## src/rtl/fetch_queue_pkg.sv

```systemverilog
// fetch_queue_pkg: shared definitions for the instruction fetch queue.
//   fetchState_e      fetch FSM state encoding (IDLE/REQ/DROP)
//   RESET_PC_DEFAULT  default fetch address after reset
package fetch_queue_pkg;

  typedef enum logic [1:0] {
    IDLE = 2'd0,
    REQ  = 2'd1,
    DROP = 2'd2
  } fetchState_e;

  localparam logic [31:0] RESET_PC_DEFAULT = 32'h0;

endpackage

```

## src/rtl/fetch_fifo.sv

```systemverilog
// fetch_fifo: DEPTH x WIDTH FIFO holding fetched {instruction, pc} entries.
//   clk, rst        clock, asynchronous active-high reset
//   push, wrData    write an entry (ignored when full unless popping too)
//   pop             remove the head (ignored when empty)
//   flush           empty the FIFO; overrides push and pop in that cycle
//   rdData          head entry, zero when empty
//   full, empty     occupancy flags
//   count           number of stored entries
module fetch_fifo #(
  parameter int unsigned DEPTH = 4,
  parameter int unsigned WIDTH = 64
) (
  input  logic                       clk,
  input  logic                       rst,
  input  logic                       push,
  input  logic                       pop,
  input  logic                       flush,
  input  logic [WIDTH-1:0]           wrData,
  output logic [WIDTH-1:0]           rdData,
  output logic                       full,
  output logic                       empty,
  output logic [$clog2(DEPTH):0]     count
);

  localparam int unsigned AW = $clog2(DEPTH);

  // Pointers carry one extra wrap bit so full and empty are distinguishable.
  logic [AW:0]      wrPtr, rdPtr;
  logic [WIDTH-1:0] mem [DEPTH];
  logic             doPush, doPop;

  assign empty  = (wrPtr == rdPtr);
  assign full   = (wrPtr[AW] != rdPtr[AW]) && (wrPtr[AW-1:0] == rdPtr[AW-1:0]);
  assign count  = wrPtr - rdPtr;
  assign doPop  = pop && !empty;
  assign doPush = push && (!full || doPop);
  assign rdData = empty ? '0 : mem[rdPtr[AW-1:0]];

  always_ff @(posedge clk or posedge rst) begin
    if (rst) begin
      wrPtr <= '0;
      rdPtr <= '0;
    end else if (flush) begin
      wrPtr <= '0;
      rdPtr <= '0;
    end else begin
      if (doPush) wrPtr <= wrPtr + 1'b1;
      if (doPop)  rdPtr <= rdPtr + 1'b1;
    end
  end

  always_ff @(posedge clk) begin
    if (doPush && !flush) mem[wrPtr[AW-1:0]] <= wrData;
  end

endmodule

```

## src/rtl/fetch_queue.sv

```systemverilog
// fetch_queue: instruction fetch stage. Issues word reads to instruction memory
// over a req/ack handshake, queues returned instructions with their PC, and
// hands them to decode with valid/ready. A redirect flushes and restarts fetch.
// Optional build macro FETCH_STATS_EN adds fetch_cnt/flush_cnt statistics ports.
//   clk, rst                 clock, asynchronous active-high reset
//   imem_req, imem_addr      read request and word address (held until ack)
//   imem_ack, imem_rdata     response strobe and instruction word
//   inst_valid/ready         decode handshake on the queue head
//   inst_data, inst_pc       head instruction and its PC (zero when empty)
//   redirect_valid/pc        flush strobe and new fetch address
//   fetch_cnt, flush_cnt     (FETCH_STATS_EN) pushed acks / redirect strobes
module fetch_queue
  import fetch_queue_pkg::*;
#(
  parameter int unsigned       DEPTH    = 4,
  parameter int unsigned       ADDR_W   = 32,
  parameter int unsigned       DATA_W   = 32,
  parameter logic [ADDR_W-1:0] RESET_PC = ADDR_W'(RESET_PC_DEFAULT)
) (
  input  logic              clk,
  input  logic              rst,
  output logic              imem_req,
  output logic [ADDR_W-1:0] imem_addr,
  input  logic              imem_ack,
  input  logic [DATA_W-1:0] imem_rdata,
  output logic              inst_valid,
  input  logic              inst_ready,
  output logic [DATA_W-1:0] inst_data,
  output logic [ADDR_W-1:0] inst_pc,
`ifdef FETCH_STATS_EN
  output logic [31:0]       fetch_cnt,
  output logic [15:0]       flush_cnt,
`endif
  input  logic              redirect_valid,
  input  logic [ADDR_W-1:0] redirect_pc
);

  localparam int unsigned CW = $clog2(DEPTH) + 1;

  fetchState_e              state;
  logic [ADDR_W-1:0]        fetchPc, pcNext;
  logic                     push, pop, full, empty, spaceAfter;
  logic [CW-1:0]            count, countAfter;
  logic [DATA_W+ADDR_W-1:0] headEntry;

  assign pcNext     = fetchPc + ADDR_W'(1);
  assign pop        = inst_valid && inst_ready && !redirect_valid;
  assign push       = (state == REQ) && imem_ack && !redirect_valid;
  // Occupancy after this cycle's push, allowing for a same-cycle pop.
  assign countAfter = count + CW'(1) - CW'(pop);
  assign spaceAfter = countAfter < CW'(DEPTH);

  assign inst_valid = !empty;
  assign inst_data  = headEntry[DATA_W+ADDR_W-1:ADDR_W];
  assign inst_pc    = headEntry[ADDR_W-1:0];

  fetch_fifo #(
    .DEPTH(DEPTH),
    .WIDTH(DATA_W + ADDR_W)
  ) uFifo (
    .clk    (clk),
    .rst    (rst),
    .push   (push),
    .pop    (pop),
    .flush  (redirect_valid),
    .wrData ({imem_rdata, fetchPc}),
    .rdData (headEntry),
    .full   (full),
    .empty  (empty),
    .count  (count)
  );

  always_ff @(posedge clk or posedge rst) begin
    if (rst) begin
      state     <= IDLE;
      fetchPc   <= RESET_PC;
      imem_addr <= RESET_PC;
      imem_req  <= 1'b0;
    end else begin
      case (state)
        IDLE: begin
          if (redirect_valid) begin
            fetchPc   <= redirect_pc;
            imem_addr <= redirect_pc;
            imem_req  <= 1'b1;
            state     <= REQ;
          end else if (!full) begin
            imem_addr <= fetchPc;
            imem_req  <= 1'b1;
            state     <= REQ;
          end
        end
        REQ: begin
          if (redirect_valid) begin
            fetchPc <= redirect_pc;
            if (imem_ack) begin
              imem_addr <= redirect_pc;
            end else begin
              // Request already on the bus: keep it up until its ack is drained.
              state <= DROP;
            end
          end else if (imem_ack) begin
            fetchPc   <= pcNext;
            imem_addr <= pcNext;
            if (!spaceAfter) begin
              imem_req <= 1'b0;
              state    <= IDLE;
            end
          end
        end
        DROP: begin
          if (redirect_valid) fetchPc <= redirect_pc;
          if (imem_ack) begin
            imem_addr <= redirect_valid ? redirect_pc : fetchPc;
            state     <= REQ;
          end
        end
        default: begin
          imem_req <= 1'b0;
          state    <= IDLE;
        end
      endcase
    end
  end

`ifdef FETCH_STATS_EN
  always_ff @(posedge clk or posedge rst) begin
    if (rst) begin
      fetch_cnt <= '0;
      flush_cnt <= '0;
    end else begin
      if (push && (fetch_cnt != '1))      fetch_cnt <= fetch_cnt + 32'd1;
      if (redirect_valid && (flush_cnt != '1)) flush_cnt <= flush_cnt + 16'd1;
    end
  end
`endif

endmodule

```

## config.mk

```make
export PLATFORM = sky130hd
export DESIGN_NAME = fetch_queue
export DESIGN_NICKNAME = d
export VERILOG_FILES = /design/src/rtl/fetch_queue_pkg.sv /design/src/rtl/fetch_fifo.sv /design/src/rtl/fetch_queue.sv
export SDC_FILE = /design/constraint.sdc
export NUM_CORES = 1
export LEC_CHECK = 0
export ABC_CLOCK_PERIOD_IN_PS = 4880
export CAP_MARGIN = 30
export CORE_MARGIN = 2
export CORE_UTILIZATION = 45
export CTS_BUF_LIST = sky130_fd_sc_hd__clkbuf_8 sky130_fd_sc_hd__clkbuf_16
export CTS_CLUSTER_DIAMETER = 50
export DETAILED_ROUTE_END_ITERATION = 8
export HOLD_SLACK_MARGIN = 0.02
export PLACE_DENSITY = 0.66
export SYNTH_ARGS = -nofsm -noshare
export SYNTH_HDL_FRONTEND = slang
export SYNTH_SLANG_ARGS = --single-unit
```

## constraint.sdc

```tcl
create_clock -name clk -period 4.88 [get_ports clk]
set_clock_uncertainty 0.1 [all_clocks]
set_input_delay 0.732 -clock clk [delete_from_list [all_inputs] [get_ports clk]]
set_output_delay 0.732 -clock clk [all_outputs]
set_load 0.005 [all_outputs]
```

==> run metrics, run 1 <==
status=finished clean; initial drt markers=between 700 and 800; synth unique cells=73; RSZ-0062 raised after global routing=false; share of layout cells above drive strength 1=about 14%; worst hold slack=0.369 ns; Cell Area, Synth=roughly 0.015 mm²; number of global-route vias before repair=~9200; CTS Buffer Depth=3; Slew headroom=a little under two fifths; Post-CTS Hold Fix Bufs=0; Post-DP Area=~0.017 mm²; LEAKAGE=~6.0 nW; Synth async-reset ratio=22.2%; cells after synthesis=1006; most numerous cell in the Yosys netlist=edfxtp_1; area leader, netlist=edfxtp_1; die height=~180 µm; WL final=around 36000 µm; Post-synth top cells=edfxtp_1 (256), and2_1 (73), dfrtp_1 (73), mux4_2 (64), nor2_1 (64); Synth top area share=between 50% and 60%; first drt pass iteration count=5; Die X-Extent=185 µm; Clock Latency Late Sink=between 0.5 and 0.6 ns; syn_nets=1083; Placer Congestion=between 0.8 and 0.9; fmax=264 MHz; detailed placer's ending HPWL=around 23000 µm; ys flop type=edfxtp_1; Slowest Stage Delay on Critical Path=0.80 ns; initial antenna violation count=1; startpoint types=flip-flop; Tightest Pin Transition=between 0.9 and 1 ns; WL per Instance=22.3 µm; number of max-cap violations=0; Layout Nets=around 1200; GRT overflow=0; Via density=approximately 5.7; largest net degree at the start of global routing=67; Die Area=roughly 0.034 mm²; peak supply drop=around 0.26 mV; Starting Density=between 40 and 50%; YS warnings=0; Final Max Tran Viols=0; total CTS buffers=36; Sink Count=about 330; CTS clk-pin slew, worst paths=roughly 0.050 ns; hold crit path type=reg2reg; first-pass GRT wire length=~55000 µm; Req. time, crit path=4.05 ns; r2r setup slk=around 1.5 ns; pwr dens=547 mW/mm²; post-route ant nets=0; CP Data Arrival Time=~3.0 ns; post-layout min period=3.79 ns; IO buf count=166; Resized cells post-CTS=0; total power=9.81 mW; crit-path cells=xnor2_1, nand3b_1, buf_4, and2_1, clkdlybuf4s50_1; post-layout util=a little under three fifths; Fin Setup TNS=0 ns; htree depth=2; Seq/Total Area, Yosys=between 60% and 70%; Synth Area per Inst=around 15 µm²; Syn-to-layout area delta=22.0%; I/O pin count=around 170; Final setup viols=0; dominant cells by area after synthesis=edfxtp_1 (52%), dfrtp_1 (12%), mux4_2 (9.8%), and2_1 (3.1%), nor2_1 (1.6%); Root Buffer=clkbuf_16; CP max stage cell=dfrtp_4; Core ar.=around 0.032 mm²; fin crit share=77.7%; row count=66; element type at the critical path end=output port; Hold Violations, Final=0; crit path max fanout=66; Layout fillers=around 2600; Post-synth EDFFs=around 260; number of synthesized register bits=approximately 330; post-CTS setup buffer count=0; detailed-route via count=between 9000 and 10000; Total GRT Usage=21.5%; TritonCTS clock tree=built; critical path class=reg2out; Layout Cell Area excl Fill=between 0.015 and 0.02 mm²; drt drc=0
## registers in the layout, indices dropped and copies added (netlist names)
signal and cells:
fetchPc 32, imem_addr 32, imem_req 1, state 2
uFifo.mem 256, uFifo.rdPtr 3, uFifo.wrPtr 3
## power by group
group          internal, mW  switching [mW]
Sequential             3.50           0.560
Combinational          1.74            1.42
Clock                  1.52            1.07
## final timing paths
| check | start | to | cells past startpoint |
|---|---|---|---|
| max | uFifo.rdPtr[0] | inst_pc[28] | 5 |
| min | imem_addr[1] | imem_addr[1] | 2 |
| max reg2reg | uFifo.rdPtr[0] | imem_req | 11 |
| min reg2reg | imem_addr[1] | imem_addr[1] | 2 |
| max in group asynchronous | rst | imem_addr[20] | 3 |
| min in group asynchronous | rst | state[0] | 2 |
## routing by layer
layer / up-vias / track usage, % / part of all wire (%)
li1: 4212 / - / -
met1: 4689 / 29.9 / 42
met2: 382 / 35.1 / 49
met3: 54 / 3.52 / 6.9
met4: 0 / 6.10 / 1.7
met5: - / 0 / 0
## logic make-up (layout without fill, tap and decap cells)
group | after synthesis | count (layout) | synth area share [%]
compound gates | 153 | 153 | 7.22
xor+xnor | 31 | 31 | 1.85
fa+ha+maj | 8 | 8 | 0.732
buf+inv | 83 | 258 | 2.57
flops | 329 | 329 | 64.7
mux | 82 | 82 | 11.1
other cells | 0 | 1 | 0
simple gates | 320 | 320 | 11.8
## placed cells by master, fill, tap and decap left out, drive strengths merged, types with 4 or more instances in the layout
cell and instances:
edfxtp 256, clkdlybuf4s50 165, dfrtp 73, and2 73, nor2 65, mux4 64, nand2 61, clkbuf 39
o21ai 33, a21oi 29, nand3 28, nand4 23, inv 22, buf 20, nor3 19, xnor2 19
mux2i 16, a221oi 14, nor4 13, xor2 12, and3 11, a31oi 10, a211oi 10, and4 9
o31ai 9, clkinv 8, o22a 7, ha 7, nor2b 6, o32ai 6, o22ai 5, nand2b 4
## cell type report
| class | instances | area [µm²] | area share (%) |
|---|---|---|---|
| flip-flops and latches | 329 | 9520 | 53.1 |
| multi-input cells | 594 | 4810 | 26.8 |
| repair buffers | 185 | 1870 | 10.5 |
| clock buffers | 39 | 953 | 5.32 |
| well taps | 442 | 553 | 3.08 |
| clock inverters | 26 | 183 | 1.02 |
| inverters | 8 | 30.0 | 0.167 |
| diodes | 1 | 2.50 | 0.0140 |
## critical path: cells and delay by family, from the launching register on
family | cells | cell delay, ns
XOR/XNOR | 1 | 0.25
AND/OR/NAND/NOR | 2 | 0.41
flip-flops | 1 | 0.80
buffers and inverters | 2 | 0.98
## per-stage QoR
step,std cells,setup WS (ns)
CTS,1622,0.975
finish,1624,1.09
global route,1624,0.830
detailed placement,1557,1.25
floorplan,1006,1.24
global placement,1557,1.33
(Power assumes the default switching activity.)
==> inputs of run 2 (changes only) <==
Settings changed: ABC_CLOCK_PERIOD_IN_PS 4880 to 3900.
Clock period 4.88 ns to 3.9 ns, I/O delays scaled along.
==> run 2 against run 1 <==
Net effect: first-iteration DRC count grew 13%; setup slack lost 0.61 ns; via count grew 0.29%; cell area grew 1.3%; wire length shrank 1.3%; sequential cell count is the same; count of clock-buffer cells in the layout grew 5; worst hold slack lost 0.20 ns; final cell count grew 0.92%; register-to-register slack lost 0.61 ns; total power grew 29%; clock power grew 39%.
==> run metrics, run 2 (synthesis gave the netlist of run 1 again) <==
status=finished clean; critical path class=reg2out; first drt pass iteration count=5; RSZ-0062 raised after global routing=false; element type at the critical path end=output port; Die X-Extent=185 µm; startpoint types=flip-flop; Slew headroom=50.9%; Layout Nets=roughly 1200; number of global-route vias before repair=~9300; htree depth=2; n_diodes=0; crit-path cells=xor2_1, nand3b_1, buf_4, and2_1, clkdlybuf4s50_1; die height=around 180 µm; CP max stage cell=clkdlybuf4s50_1; most common cell after layout, fill and taps aside=edfxtp_1; RR Endpoint=uFifo.mem[2][16]; detailed-route via count=9364; detailed placer's ending HPWL=roughly 22000 µm; drt drc=0; post-route ant nets=0; most frequent cells in the layout=edfxtp_1 (256), clkdlybuf4s50_1 (165), dfrtp_1 (71); pwr dens=696 mW/mm²; fin crit share=between 80% and 90%; Root Buffer=clkbuf_16; met1 Use GR=between 20% and 30%; TritonCTS clock tree=built; Syn-to-layout area delta=23.6%; Total GRT Usage=21.0%; Final setup viols=0; Post-CTS Hold Fix Bufs=0; global-route layer with the greatest usage=met2; grt met3 use=between 2 and 3%; Hold Violations, Final=0; first-pass GRT wire length=approximately 54000 µm; P_sw=3.91 mW; WL final=about 36000 µm; Critical Path Start=uFifo.rdPtr[2]; share of layout cells above drive strength 1=15.0%; r2r setup slk=0.89 ns; LEAKAGE=~6.1 nW; met2 Track Usage GR=roughly a third; hold crit path type=in2async; Sink Count=approximately 330; CP Data Arrival Time=~2.7 ns; Tightest Pin Transition=between 0.7 and 0.8 ns; initial drt markers=a little over 800; Core ar.=0.0324 mm²; Layout fillers=2657; part of the power in combinational logic=about a third; Req. time, crit path=around 3.2 ns; largest net degree at the start of global routing=between 70 and 80; crit path max fanout=66; Placer Congestion=between 0.9 and 1; Resized cells post-CTS=0; post-layout util=about 56%; Clk pwr share=28.4%; initial antenna violation count=0; CTS Buffer Depth=3; Clock Latency Late Sink=around 0.53 ns; Fin Setup TNS=0 ns; WL per Instance=21.8 µm; IO buf count=166; Final Max Tran Viols=0; row count=66; number of max-cap violations=0; launch point of the worst reg-to-reg path=state[0]; Via density=5.71; Die Area=0.0341 mm²; Slowest Stage Delay on Critical Path=0.50 ns; max reg flops=256; reg2reg path depth=6; GRT overflow=0; total CTS buffers=40; Int Power=slightly below 9 mW; post-CTS setup buffer count=0; switching portion of total power=30.9%; CTS clk-pin slew, worst paths=around 0.050 ns; post-layout min period=3.42 ns; Starting Density=45.4%; I/O pin count=about 170; fmax=292 MHz; Reg power frac=about two fifths; peak supply drop=~0.45 mV
==> run 2: cell types whose count changed in the layout (fill, tap and decap cells not counted), sizes merged <==
cell      previous run  this run
clkbuf              39        44
buf                 20        27
diode                1         0
inv                 22        27
clkinvlp             2         1
==> run 2: worst max path at each step <==
stage                      endpoint
floorplan           uFifo.mem[0][0]
global placement           imem_req
detailed placement         imem_req
CTS                   inst_data[24]
global route             inst_pc[4]
finish                   inst_pc[8]
==> run 2: power by group through the flow <==
stage / registers (mW) / clock network (mW) / logic (mW)
2_1_floorplan: 4.74 / 0 / 2.39
3_3_place_gp: 5.01 / 0 / 4.07
3_5_place_dp: 5.04 / 0 / 4.13
4_1_cts: 4.97 / 3.66 / 4.15
5_1_grt: 5.04 / 3.79 / 4.44
6_report: 4.97 / 3.59 / 4.07
==> run 2: through the flow <==
| stage | instances | cell area, µm² | setup WS, ns | hold WS [ns] | power (mW) |
|---|---|---|---|---|---|
| 4_1_cts | 1639 | 18200 | 0.431 | 0.154 | 12.8 |
| 2_1_floorplan | 1006 | 14700 | 0.412 | 0.363 | 7.13 |
| 6_report | 1639 | 18200 | 0.476 | 0.168 | 12.6 |
| 3_3_place_gp | 1565 | 16900 | 0.785 | 0.354 | 9.08 |
| 5_1_grt | 1639 | 18200 | 0.286 | 0.194 | 13.3 |
| 3_5_place_dp | 1565 | 16900 | 0.760 | 0.373 | 9.17 |
==> run 2: worst max-delay path: cells and delay by family (launching register included) <==
family                    cells  cell delay, ns
buffers and inverters         2            0.98
DFF                           1            0.39
and+or+nand+nor               2            0.41
xor gates and xnor gates      1            0.38
==> run 2: area by class of cell <==
cell class	count	area (µm²)	area share [%]
clock buffers	44	1080	5.94
clock inverters	30	223	1.23
inverters	8	30.0	0.165
multi-input cells	594	4810	26.5
flip-flops and latches	329	9520	52.4
well taps	442	553	3.05
repair buffers	192	1940	10.7
==> run 2: routing by layer <==
| layer | part of all wire (%) | vias to the layer above |
|---|---|---|
| li1 | - | 4245 |
| met1 | 44 | 4731 |
| met2 | 49 | 323 |
| met3 | 4.9 | 65 |
| met4 | 2.0 | 0 |
| met5 | 0 | - |
==> RTL edit (config.mk and constraints of run 2) <==
Re-encode `fetchState_e` (3 states) as one-hot, 3 bits wide.
--- a/src/rtl/fetch_queue_pkg.sv
+++ b/src/rtl/fetch_queue_pkg.sv
@@ -3,10 +3,10 @@
 //   RESET_PC_DEFAULT  default fetch address after reset
 package fetch_queue_pkg;
 
-  typedef enum logic [1:0] {
-    IDLE = 2'd0,
-    REQ  = 2'd1,
-    DROP = 2'd2
+  typedef enum logic [2:0] {
+    IDLE = 3'b001,
+    REQ  = 3'b010,
+    DROP = 3'b100
   } fetchState_e;
 
   localparam logic [31:0] RESET_PC_DEFAULT = 32'h0;
Behaviour: same outputs for any inputs over 4 cycles, from zero or initial values and one cycle with rst high; so few cycles prove little.
==> RTL edit against run 2 <==
Fmax rose by 0.38%; hold slack improved by 0.22 ns; non-clock buffer count rose by 1; wire length fell by 3.2%; via count rose by 1.8%; worst setup slack improved by 0.013 ns; sequential cell count rose by 1; power rose by 13%; area after synthesis barely moved; cell area rose by 0.79%; combinational power rose by 23%; critical path depth fell by 1; global-route usage fell by 0.43 points; highest routed layer unchanged.
==> RTL edit: results (changes against run 2) <==
Status: finished clean
WL per Instance: 20.8 µm (-4.4%)
Syn_nets: 1098 (+1.4%)
Synth cell count leaders: edfxtp_1, dfrtp_1, and2_1
P_sw: 0.00458 W (+17%)
CP max stage cell: mux4_2
Setup WS pre-CTS: 0.696 ns (-0.0636 ns)
VDD IR-drop max: 387 µV (-13%)
P_clk: 0.00378 W (+5%)
GRT Total Usage: 20.6% (-0.43 points)
Worst reg2reg startpoint: uFifo.rdPtr[1]
Metal2 WL: 16.3 mm (-6.5%)
Sequential power: 0.00543 W (+9.3%)
Crit Path Max Fanout: 67 (+1.5%)
Post-DP HPWL: 21.2 mm (-3.0%)
P_leak: 6.16 nW (+0.29%)
M3 GR Usage: 3.81% (+1.0 points)
Distinct cells, synth: 69 (-5.5%)
Seq. cell area: 9550 µm² (+0.28%)
Ys async rst share: 22.4% (+0.24 points)
Largest net degree at the start of global routing: 68 (-11%)
Layout Cells excl Fill: 1658 (+1.2%)
Filler Cell Count: 2615 (-1.6%)
Flop2flop setup slack: 0.67 ns (-0.22 ns)
Synth Area in Compound Gates: 7.81% (+0.59 points)
Routed wl met3: 2.26 mm (+28%)
Grt met2 use: 32.7% (-2.0 points)
Power share of the clock group: 26.6% (-1.8 points)
Reg2Reg Depth: 11 (+5)
DR vias/cell: 5.75 (+0.68%)
DP Area: 16900 µm² (+0.46%)
Met1 Resource Use GR: 29.9% (+0.27 points)
Setup WS post-layout: 0.489 ns (+0.0129 ns)
Initial drt markers: 995 (+24%)
Reg-to-reg endpoint: imem_req
Vias in the first global route: 9357 (+0.22%)
Slowest Stage Delay on Critical Path: 0.63 ns (+0.13 ns)
Cell count after synthesis: 1021 (+1.5%)
Synth Area in Adders: 0.732% (about the same)
Hold Slack: 0.388 ns (+0.220 ns)
Mux contribution to synthesized area: 10.7% (-0.36 points)
Fin nets: 1262 (+1.6%)
First-pass GRT wire length: 54.0 mm (-0.37%)
Routability Congestion: 0.866 (-5.2%)
Register area share after synthesis: 64.9% (+0.13 points)
RTL edit: changes by cell type after synthesis, sizes merged, moves of 12 or more:
cell    delta
clkbuf    -16
o21ai     +14
a221oi    -14
a21oi     +19
buf       +12
nor2      -14
RTL edit: final cells by class:
cell class | instances | share of cell area, %
tap | 442 | 3.02
sequential | 330 | 52.2
inverter | 12 | 0.246
clock buffer | 41 | 5.61
multi-input combinational | 608 | 26.4
timing repair buffer | 193 | 10.7
clock inverter | 32 | 1.87
RTL edit: worst max-delay path by stage:
stage | startpoint | to | depth (start not counted)
floorplan | state[0] | uFifo.mem[3][0] | 4
global placement | uFifo.rdPtr[1] | imem_req | 11
detailed placement | uFifo.rdPtr[1] | imem_req | 11
CTS | uFifo.rdPtr[1] | inst_data[2] | 5
global route | uFifo.wrPtr[0] | inst_pc[20] | 5
finish | uFifo.rdPtr[0] | inst_pc[16] | 4
RTL edit: tightest hold or removal path, stage by stage (launching register included):
cell	delay, ns
dfrtp_1	0.34
nand2_1	0.04
o21ai_0	0.06
